[src/rtl/serial_byte_rx_pkg.sv]
// Shared types and constants for the serial byte receiver:
// FSM state encoding, default frame width and the hex-to-segment table.
package serial_rx_pkg;

    localparam int NBITS_DEF = 8;

    typedef enum logic [2:0] {
        IDLE   = 3'd0,
        DATA   = 3'd1,
        PARITY = 3'd2,
        STOP   = 3'd3,
        RESYNC = 3'd4
    } rx_state_t;

    // Segment images indexed by nibble value; bit0=a .. bit6=g, active-high.
    localparam logic [6:0] SEG_LUT [16] = '{
        7'h3F, 7'h06, 7'h5B, 7'h4F,
        7'h66, 7'h6D, 7'h7D, 7'h07,
        7'h7F, 7'h6F, 7'h77, 7'h7C,
        7'h39, 7'h5E, 7'h79, 7'h71
    };

endpackage

[src/rtl/serial_byte_rx_if.sv]
// Receiver-side bundle: the incoming serial line plus everything the
// receiver reports back. The slave side is the receiver itself.
interface serial_byte_rx_if #(
    parameter int NBITS = serial_rx_pkg::NBITS_DEF
);
    logic             serial_in;
    logic [NBITS-1:0] data_out;
    logic             data_valid;
    logic             frame_err;
    logic             parity_err;
    logic             busy;
    logic [7:0]       byte_count;
    logic [7:0]       SEG;

    modport master (
        output serial_in,
        input  data_out, data_valid, frame_err, parity_err, busy, byte_count, SEG
    );

    modport slave (
        input  serial_in,
        output data_out, data_valid, frame_err, parity_err, busy, byte_count, SEG
    );
endinterface

[src/rtl/serial_byte_rx_hex7seg.sv]
// Nibble to seven-segment decode (a..g, active-high), no decimal point.
module hex7seg
    import serial_rx_pkg::*;
(
    input  logic [3:0] hex,
    output logic [6:0] seg
);
    assign seg = SEG_LUT[hex];
endmodule

[src/rtl/serial_byte_rx.sv]
// Serial byte receiver: start bit (0), NBITS data bits LSB first,
// optional even-parity bit, stop bit (1). One bit per clk_2 cycle.
// Optional feature macro: SERIAL_BYTE_RX_PARITY_EN enables the parity bit.
module serial_byte_rx
    import serial_rx_pkg::*;
#(
    parameter int NBITS = NBITS_DEF
) (
    input  logic             clk_2,
    input  logic             reset,
    serial_byte_rx_if.slave  rx
);
    localparam int             CW   = $clog2(NBITS + 1);
    localparam logic [CW-1:0]  LAST = CW'(NBITS - 1);

    rx_state_t        state;
    logic [NBITS-1:0] shreg;
    logic [CW-1:0]    bit_cnt;
    logic [NBITS-1:0] data_out_r;
    logic             data_valid_r;
    logic             frame_err_r;
    logic [7:0]       byte_count_r;
    logic             parity_err_r;
    // Parity failure of the frame in flight, separate from the sticky flag
    // so a stale error from an older frame cannot veto a clean frame.
    logic             par_bad;
    logic [6:0]       seg7;

`ifndef SERIAL_BYTE_RX_PARITY_EN
    assign parity_err_r = 1'b0;
    assign par_bad      = 1'b0;
`endif

    // Frame FSM with all datapath and status registers.
    always_ff @(posedge clk_2 or negedge reset) begin
        if (!reset) begin
            state        <= IDLE;
            shreg        <= '0;
            bit_cnt      <= '0;
            data_out_r   <= '0;
            data_valid_r <= 1'b0;
            frame_err_r  <= 1'b0;
            byte_count_r <= 8'd0;
`ifdef SERIAL_BYTE_RX_PARITY_EN
            parity_err_r <= 1'b0;
            par_bad      <= 1'b0;
`endif
        end else begin
            data_valid_r <= 1'b0;
            case (state)
                IDLE: begin
                    if (!rx.serial_in) begin
                        state   <= DATA;
                        bit_cnt <= '0;
`ifdef SERIAL_BYTE_RX_PARITY_EN
                        par_bad <= 1'b0;
`endif
                    end
                end
                DATA: begin
                    shreg   <= {rx.serial_in, shreg[NBITS-1:1]};
                    bit_cnt <= bit_cnt + 1'b1;
                    if (bit_cnt == LAST) begin
`ifdef SERIAL_BYTE_RX_PARITY_EN
                        state <= PARITY;
`else
                        state <= STOP;
`endif
                    end
                end
                PARITY: begin
`ifdef SERIAL_BYTE_RX_PARITY_EN
                    // Even parity: the parity bit must equal the XOR of the data.
                    if (rx.serial_in != ^shreg) begin
                        par_bad      <= 1'b1;
                        parity_err_r <= 1'b1;
                    end
                    state <= STOP;
`else
                    state <= IDLE;
`endif
                end
                STOP: begin
                    if (rx.serial_in) begin
                        if (!par_bad) begin
                            data_out_r   <= shreg;
                            data_valid_r <= 1'b1;
                            byte_count_r <= byte_count_r + 8'd1;
                            frame_err_r  <= 1'b0;
`ifdef SERIAL_BYTE_RX_PARITY_EN
                            parity_err_r <= 1'b0;
`endif
                        end
                        state <= IDLE;
                    end else begin
                        frame_err_r <= 1'b1;
                        state       <= RESYNC;
                    end
                end
                RESYNC: begin
                    // Wait for the line to return high before hunting a start bit.
                    if (rx.serial_in) begin
                        state <= IDLE;
                    end
                end
                default: state <= IDLE;
            endcase
        end
    end

    hex7seg u_hex7seg (
        .hex (data_out_r[3:0]),
        .seg (seg7)
    );

    assign rx.data_out   = data_out_r;
    assign rx.data_valid = data_valid_r;
    assign rx.frame_err  = frame_err_r;
    assign rx.parity_err = parity_err_r;
    assign rx.busy       = (state != IDLE);
    assign rx.byte_count = byte_count_r;
    assign rx.SEG        = {frame_err_r | parity_err_r, seg7};

endmodule

[src/flat_wrapper.sv]
// flat-port wrapper written by rule: the top's interface ports become plain ports
module serial_byte_rx_flat import serial_rx_pkg::*;
#(
    parameter int NBITS = NBITS_DEF
)
  (clk_2, reset, rx_serial_in, rx_data_out, rx_data_valid, rx_frame_err, rx_parity_err, rx_busy, rx_byte_count, rx_SEG);
  serial_byte_rx_if #(.NBITS(NBITS)) rx_i ();
  input  logic clk_2;
  input  logic reset;
  input wire logic [$bits(rx_i.serial_in)-1:0] rx_serial_in;
  output wire logic [$bits(rx_i.data_out)-1:0] rx_data_out;
  output wire logic [$bits(rx_i.data_valid)-1:0] rx_data_valid;
  output wire logic [$bits(rx_i.frame_err)-1:0] rx_frame_err;
  output wire logic [$bits(rx_i.parity_err)-1:0] rx_parity_err;
  output wire logic [$bits(rx_i.busy)-1:0] rx_busy;
  output wire logic [$bits(rx_i.byte_count)-1:0] rx_byte_count;
  output wire logic [$bits(rx_i.SEG)-1:0] rx_SEG;
  assign rx_i.serial_in = rx_serial_in;
  assign rx_data_out = rx_i.data_out;
  assign rx_data_valid = rx_i.data_valid;
  assign rx_frame_err = rx_i.frame_err;
  assign rx_parity_err = rx_i.parity_err;
  assign rx_busy = rx_i.busy;
  assign rx_byte_count = rx_i.byte_count;
  assign rx_SEG = rx_i.SEG;
  serial_byte_rx #(.NBITS(NBITS)) u_core (.clk_2(clk_2), .reset(reset), .rx(rx_i));
endmodule
[config.mk]
export PLATFORM = sky130hd
export DESIGN_NAME = serial_byte_rx_flat
export DESIGN_NICKNAME = d
export VERILOG_FILES = /design/src/rtl/serial_byte_rx_pkg.sv /design/src/rtl/serial_byte_rx_if.sv /design/src/rtl/serial_byte_rx_hex7seg.sv /design/src/rtl/serial_byte_rx.sv /design/src/flat_wrapper.sv
export SDC_FILE = /design/constraint.sdc
export NUM_CORES = 1
export LEC_CHECK = 0
export ABC_AREA = 1
export CORE_MARGIN = 2
export CORE_UTILIZATION = 56
export CTS_CLUSTER_SIZE = 30
export DETAILED_ROUTE_END_ITERATION = 16
export PLACE_DENSITY = 0.91
export SLEW_MARGIN = 20
export SYNTH_ARGS = -nofsm -noshare
export SYNTH_HDL_FRONTEND = slang
export SYNTH_HIERARCHICAL = 1
export SYNTH_SLANG_ARGS = --single-unit
[constraint.sdc]
create_clock -name clk_2 -period 2.2 [get_ports clk_2]
set_input_delay 0.33 -clock clk_2 [delete_from_list [all_inputs] [get_ports clk_2]]
set_output_delay 0.33 -clock clk_2 [all_outputs]
set_load 0.01 [all_outputs]
==> flow_results.xml <==
<?xml version="1.0" encoding="UTF-8"?>
<metrics>
  <group name="outcome">
    <metric name="status" unit="">completed</metric>
  </group>
  <group name="timing">
    <metric name="tns" unit="ns">0</metric>
    <metric name="worst-slew-pin-transition" unit="ns">0.560</metric>
    <metric name="maxSlewHeadroom" unit="%">62.6</metric>
    <metric name="clock.fmax" unit="GHz">0.488</metric>
    <metric name="min_period_over_period" unit="%">93.2</metric>
    <metric name="finalCriticalPeriod" unit="ns">2.05</metric>
    <metric name="timing.final.hold_violations" unit="">0</metric>
    <metric name="clock_skew" unit="ns">0.00863</metric>
    <metric name="post-route-worst-setup-slack" unit="ns">0.149</metric>
    <metric name="report.final.setup_viol" unit="">0</metric>
    <metric name="grt_setup_unrepaired" unit="">false</metric>
    <metric name="slew_viol_final" unit="">0</metric>
  </group>
  <group name="route">
    <metric name="detail_route.iter0.violations" unit="">46</metric>
    <metric name="route.met2.wl" unit="um">1650</metric>
    <metric name="drt_pre_antenna_iters" unit="">4</metric>
    <metric name="met3WireLength" unit="um">126</metric>
    <metric name="vias" unit="">1457</metric>
    <metric name="total_wire_length_after_detailed_routing" unit="um">3230</metric>
    <metric name="route.antenna.remaining_nets" unit="">0</metric>
    <metric name="detail_route.drc_violations" unit="">0</metric>
    <metric name="drt_via_density" unit="">4.84</metric>
    <metric name="route.top_layer_used" unit="">met4</metric>
    <metric name="m1WireLength" unit="um">1400</metric>
    <metric name="post_drt_wl_per_cell" unit="um">10.7</metric>
  </group>
  <group name="place">
    <metric name="numPortBuffers" unit="">29</metric>
    <metric name="dpl.hpwl" unit="um">2240</metric>
    <metric name="place.gp.congestion" unit="">0.842</metric>
    <metric name="dp_worst_setup_slack" unit="ns">0.229</metric>
    <metric name="area_after_detailed_placement" unit="mm^2">0.00206</metric>
  </group>
  <group name="die">
    <metric name="initial_utilization" unit="%">58.4</metric>
    <metric name="die_area" unit="mm^2">0.00362</metric>
    <metric name="core_area" unit="mm^2">0.00303</metric>
    <metric name="num_io_pins" unit="">31</metric>
    <metric name="dieHeight" unit="um">60.2</metric>
    <metric name="num_rows" unit="">20</metric>
    <metric name="die_width" unit="um">60.2</metric>
  </group>
  <group name="clock_network">
    <metric name="cts.hold.buffers_added" unit="">0</metric>
    <metric name="htree_num_levels" unit="">2</metric>
    <metric name="clock_sinks" unit="">33</metric>
    <metric name="tritoncts_clock_tree" unit="">built</metric>
    <metric name="clock_tree_buf_depth" unit="">2</metric>
    <metric name="path_clk_slew" unit="ns">0.10</metric>
    <metric name="insertion_delay" unit="ns">0.35</metric>
    <metric name="clock_root_buffer_master" unit="">clkbuf_4</metric>
    <metric name="cts_buffers" unit="">5</metric>
  </group>
  <group name="setup_path">
    <metric name="critPathRequiredTime" unit="ns">1.87</metric>
    <metric name="cp.arrival" unit="ns">1.72</metric>
    <metric name="worstSetupPathType" unit="">reg -&gt; out</metric>
    <metric name="worst_setup_path_start_kind" unit="">flip-flop</metric>
    <metric name="critical_path.max_fanout" unit="">4</metric>
    <metric name="type_of_destination_of_the_critical_path" unit="">output pin</metric>
  </group>
  <group name="final_layout">
    <metric name="final_net_count" unit="">268</metric>
    <metric name="mostFrequentLayoutCell" unit="">nand2_1</metric>
    <metric name="final_cell_mix" unit="">nand2_1 (88), dfrtp_1 (32), clkdlybuf4s50_1 (22), inv_1 (22), nand3_1 (12)</metric>
    <metric name="fillerInstances" unit="">243</metric>
    <metric name="drive_gt1_share" unit="%">12.5</metric>
    <metric name="multi_input_comb_area" unit="um^2">773</metric>
    <metric name="fin_area" unit="mm^2">0.00215</metric>
    <metric name="area_delta_synth_final" unit="%">21.6</metric>
    <metric name="regArea" unit="um^2">827</metric>
    <metric name="diodes" unit="">0</metric>
  </group>
  <group name="synth">
    <metric name="synthesis.nets" unit="">233</metric>
    <metric name="ys_seq_elements" unit="">33</metric>
    <metric name="syn_inst" unit="">221</metric>
    <metric name="ys_dominant_reg_cell" unit="">dfrtp_1</metric>
    <metric name="yosys-top-cells-area" unit="">dfrtp_1 (47%), nand2_1 (19%), ha_1 (6.4%), inv_1 (4.7%), o21ai_2 (4.0%)</metric>
    <metric name="synthesis.yosys.warnings" unit="">6</metric>
    <metric name="synth_enable_flop_cells" unit="">0</metric>
    <metric name="asyncSetResetFlopFracSynth" unit="%">100</metric>
    <metric name="netlist_area_pre_place" unit="mm^2">0.00177</metric>
    <metric name="synth.distinct_cells" unit="">22</metric>
    <metric name="netlist.area_leader.share" unit="%">46.7</metric>
    <metric name="synth_top_area_cell" unit="">dfrtp_1</metric>
    <metric name="synth-seq-area-share" unit="%">46.7</metric>
    <metric name="synthesis.area_per_instance" unit="um^2">8.00</metric>
  </group>
  <group name="grt">
    <metric name="grt_pass1_wl" unit="um">5370</metric>
    <metric name="grt_util_all_layers" unit="%">20.3</metric>
    <metric name="first_global_vias" unit="">1269</metric>
    <metric name="grt_max_degree" unit="">34</metric>
    <metric name="antenna_found_initial" unit="">0</metric>
    <metric name="grt_overflow" unit="">0</metric>
  </group>
  <group name="power">
    <metric name="static-leakage-power" unit="nW">1.09</metric>
    <metric name="vdd.ir_drop.worst" unit="V">0.000871</metric>
    <metric name="power_density" unit="mW/mm^2">1340</metric>
  </group>
  <group name="job">
    <metric name="drv_cap" unit="">0</metric>
  </group>
  <group name="min_path">
    <metric name="hold_class" unit="">in -&gt; async</metric>
  </group>
</metrics>
==> metal layers <==
layer	GRT usage (%)	vias to the layer above
li1	-	745
met1	23.4	680
met2	35.1	27
met3	6.49	5
met4	7.62	0
met5	0	-
==> final timing paths <==
kind | endpoint | cells after the start | startpoint | slack, ns
worst max register to register | u_core/bit_cnt[3] | 7 | u_core/state[0] | 0.82
worst min-delay path | u_core/shreg[7] | 2 | reset | 0.37
worst max-delay path | rx_SEG[3] | 7 | u_core/rx.data_out[0] | 0.15
max in group asynchronous | u_core/rx.data_out[1] | 2 | reset | 1.52
min in group clk_2 | u_core/rx.data_out[0] | 2 | u_core/shreg[0] | 0.48
worst min register to register | u_core/rx.data_out[0] | 2 | u_core/shreg[0] | 0.48
==> state kept, by name, indices dropped and copies added, names as in the netlist <==
name                  cells
u_core/state              3
u_core/rx.byte_count      8
u_core/shreg              8
u_core/rx.frame_err       1
u_core/rx.data_out        8
u_core/bit_cnt            4
u_core/rx.data_valid      1
==> cell usage after synthesis, types with 3 or more instances <==
cell type / n
nand3_1: 12
o21ai_0: 11
o21ai_2: 8
buf_4: 4
ha_1: 9
inv_2: 5
buf_6: 3
nand2_1: 88
dfrtp_1: 33
inv_1: 22
nor2_1: 10
==> worst max-delay path, cell delays in order (launching register included) <==
cell	delay (ns)
dfrtp_1	0.42
inv_1	0.14
ha_1	0.25
nand2_1	0.09
o21ai_0	0.10
nand2_1	0.07
nand2_1	0.05
dlygate4sd2_1	0.27
==> layout make-up <==
| type | instances | share of cell area, % |
|---|---|---|
| multi-input cells | 153 | 36.0 |
| clock buffers | 6 | 1.92 |
| flip-flops and latches | 33 | 38.5 |
| clock inverters | 2 | 0.466 |
| inverters | 27 | 4.71 |
| repair buffers | 36 | 15.9 |
| well taps | 44 | 2.56 |
==> metrics by stage <==
step                      utilization, %  power [mW]  std cells  hold WS, ns
after CTS                           70.3        2.88        299        0.377
after global routing                71.0        3.14        301        0.395
after floorplan                        -        1.95        221       0.0344
after detailed placement            68.1        2.56        288        0.463
after global placement              68.1        2.50        288        0.463
final                               71.0        2.88        301        0.366
==> where the power goes <==
group | internal (mW) | switching (mW)
clock network | 0.121 | 0.209
registers | 0.841 | 0.220
logic | 0.704 | 0.787
==> logic make-up after synthesis <==
kind of cell,Yosys count,synth area share [%]
xor gates and xnor gates,4,1.98
and+or+nand+nor,117,27.2
AOI/OAI and AO/OA,22,7.93
DFF,33,46.7
adders and majority gates,9,6.37
other,1,0.212
buffers and inverters,35,9.55
==> what timing repair did <==
action | 4_1_cts | 5_1_grt
resized for setup | 6 | 2
buffers inserted | 3 | 2
endpoints found under the setup margin | 7 | 3
No activity file was read; power rests on OpenSTA's default activity.
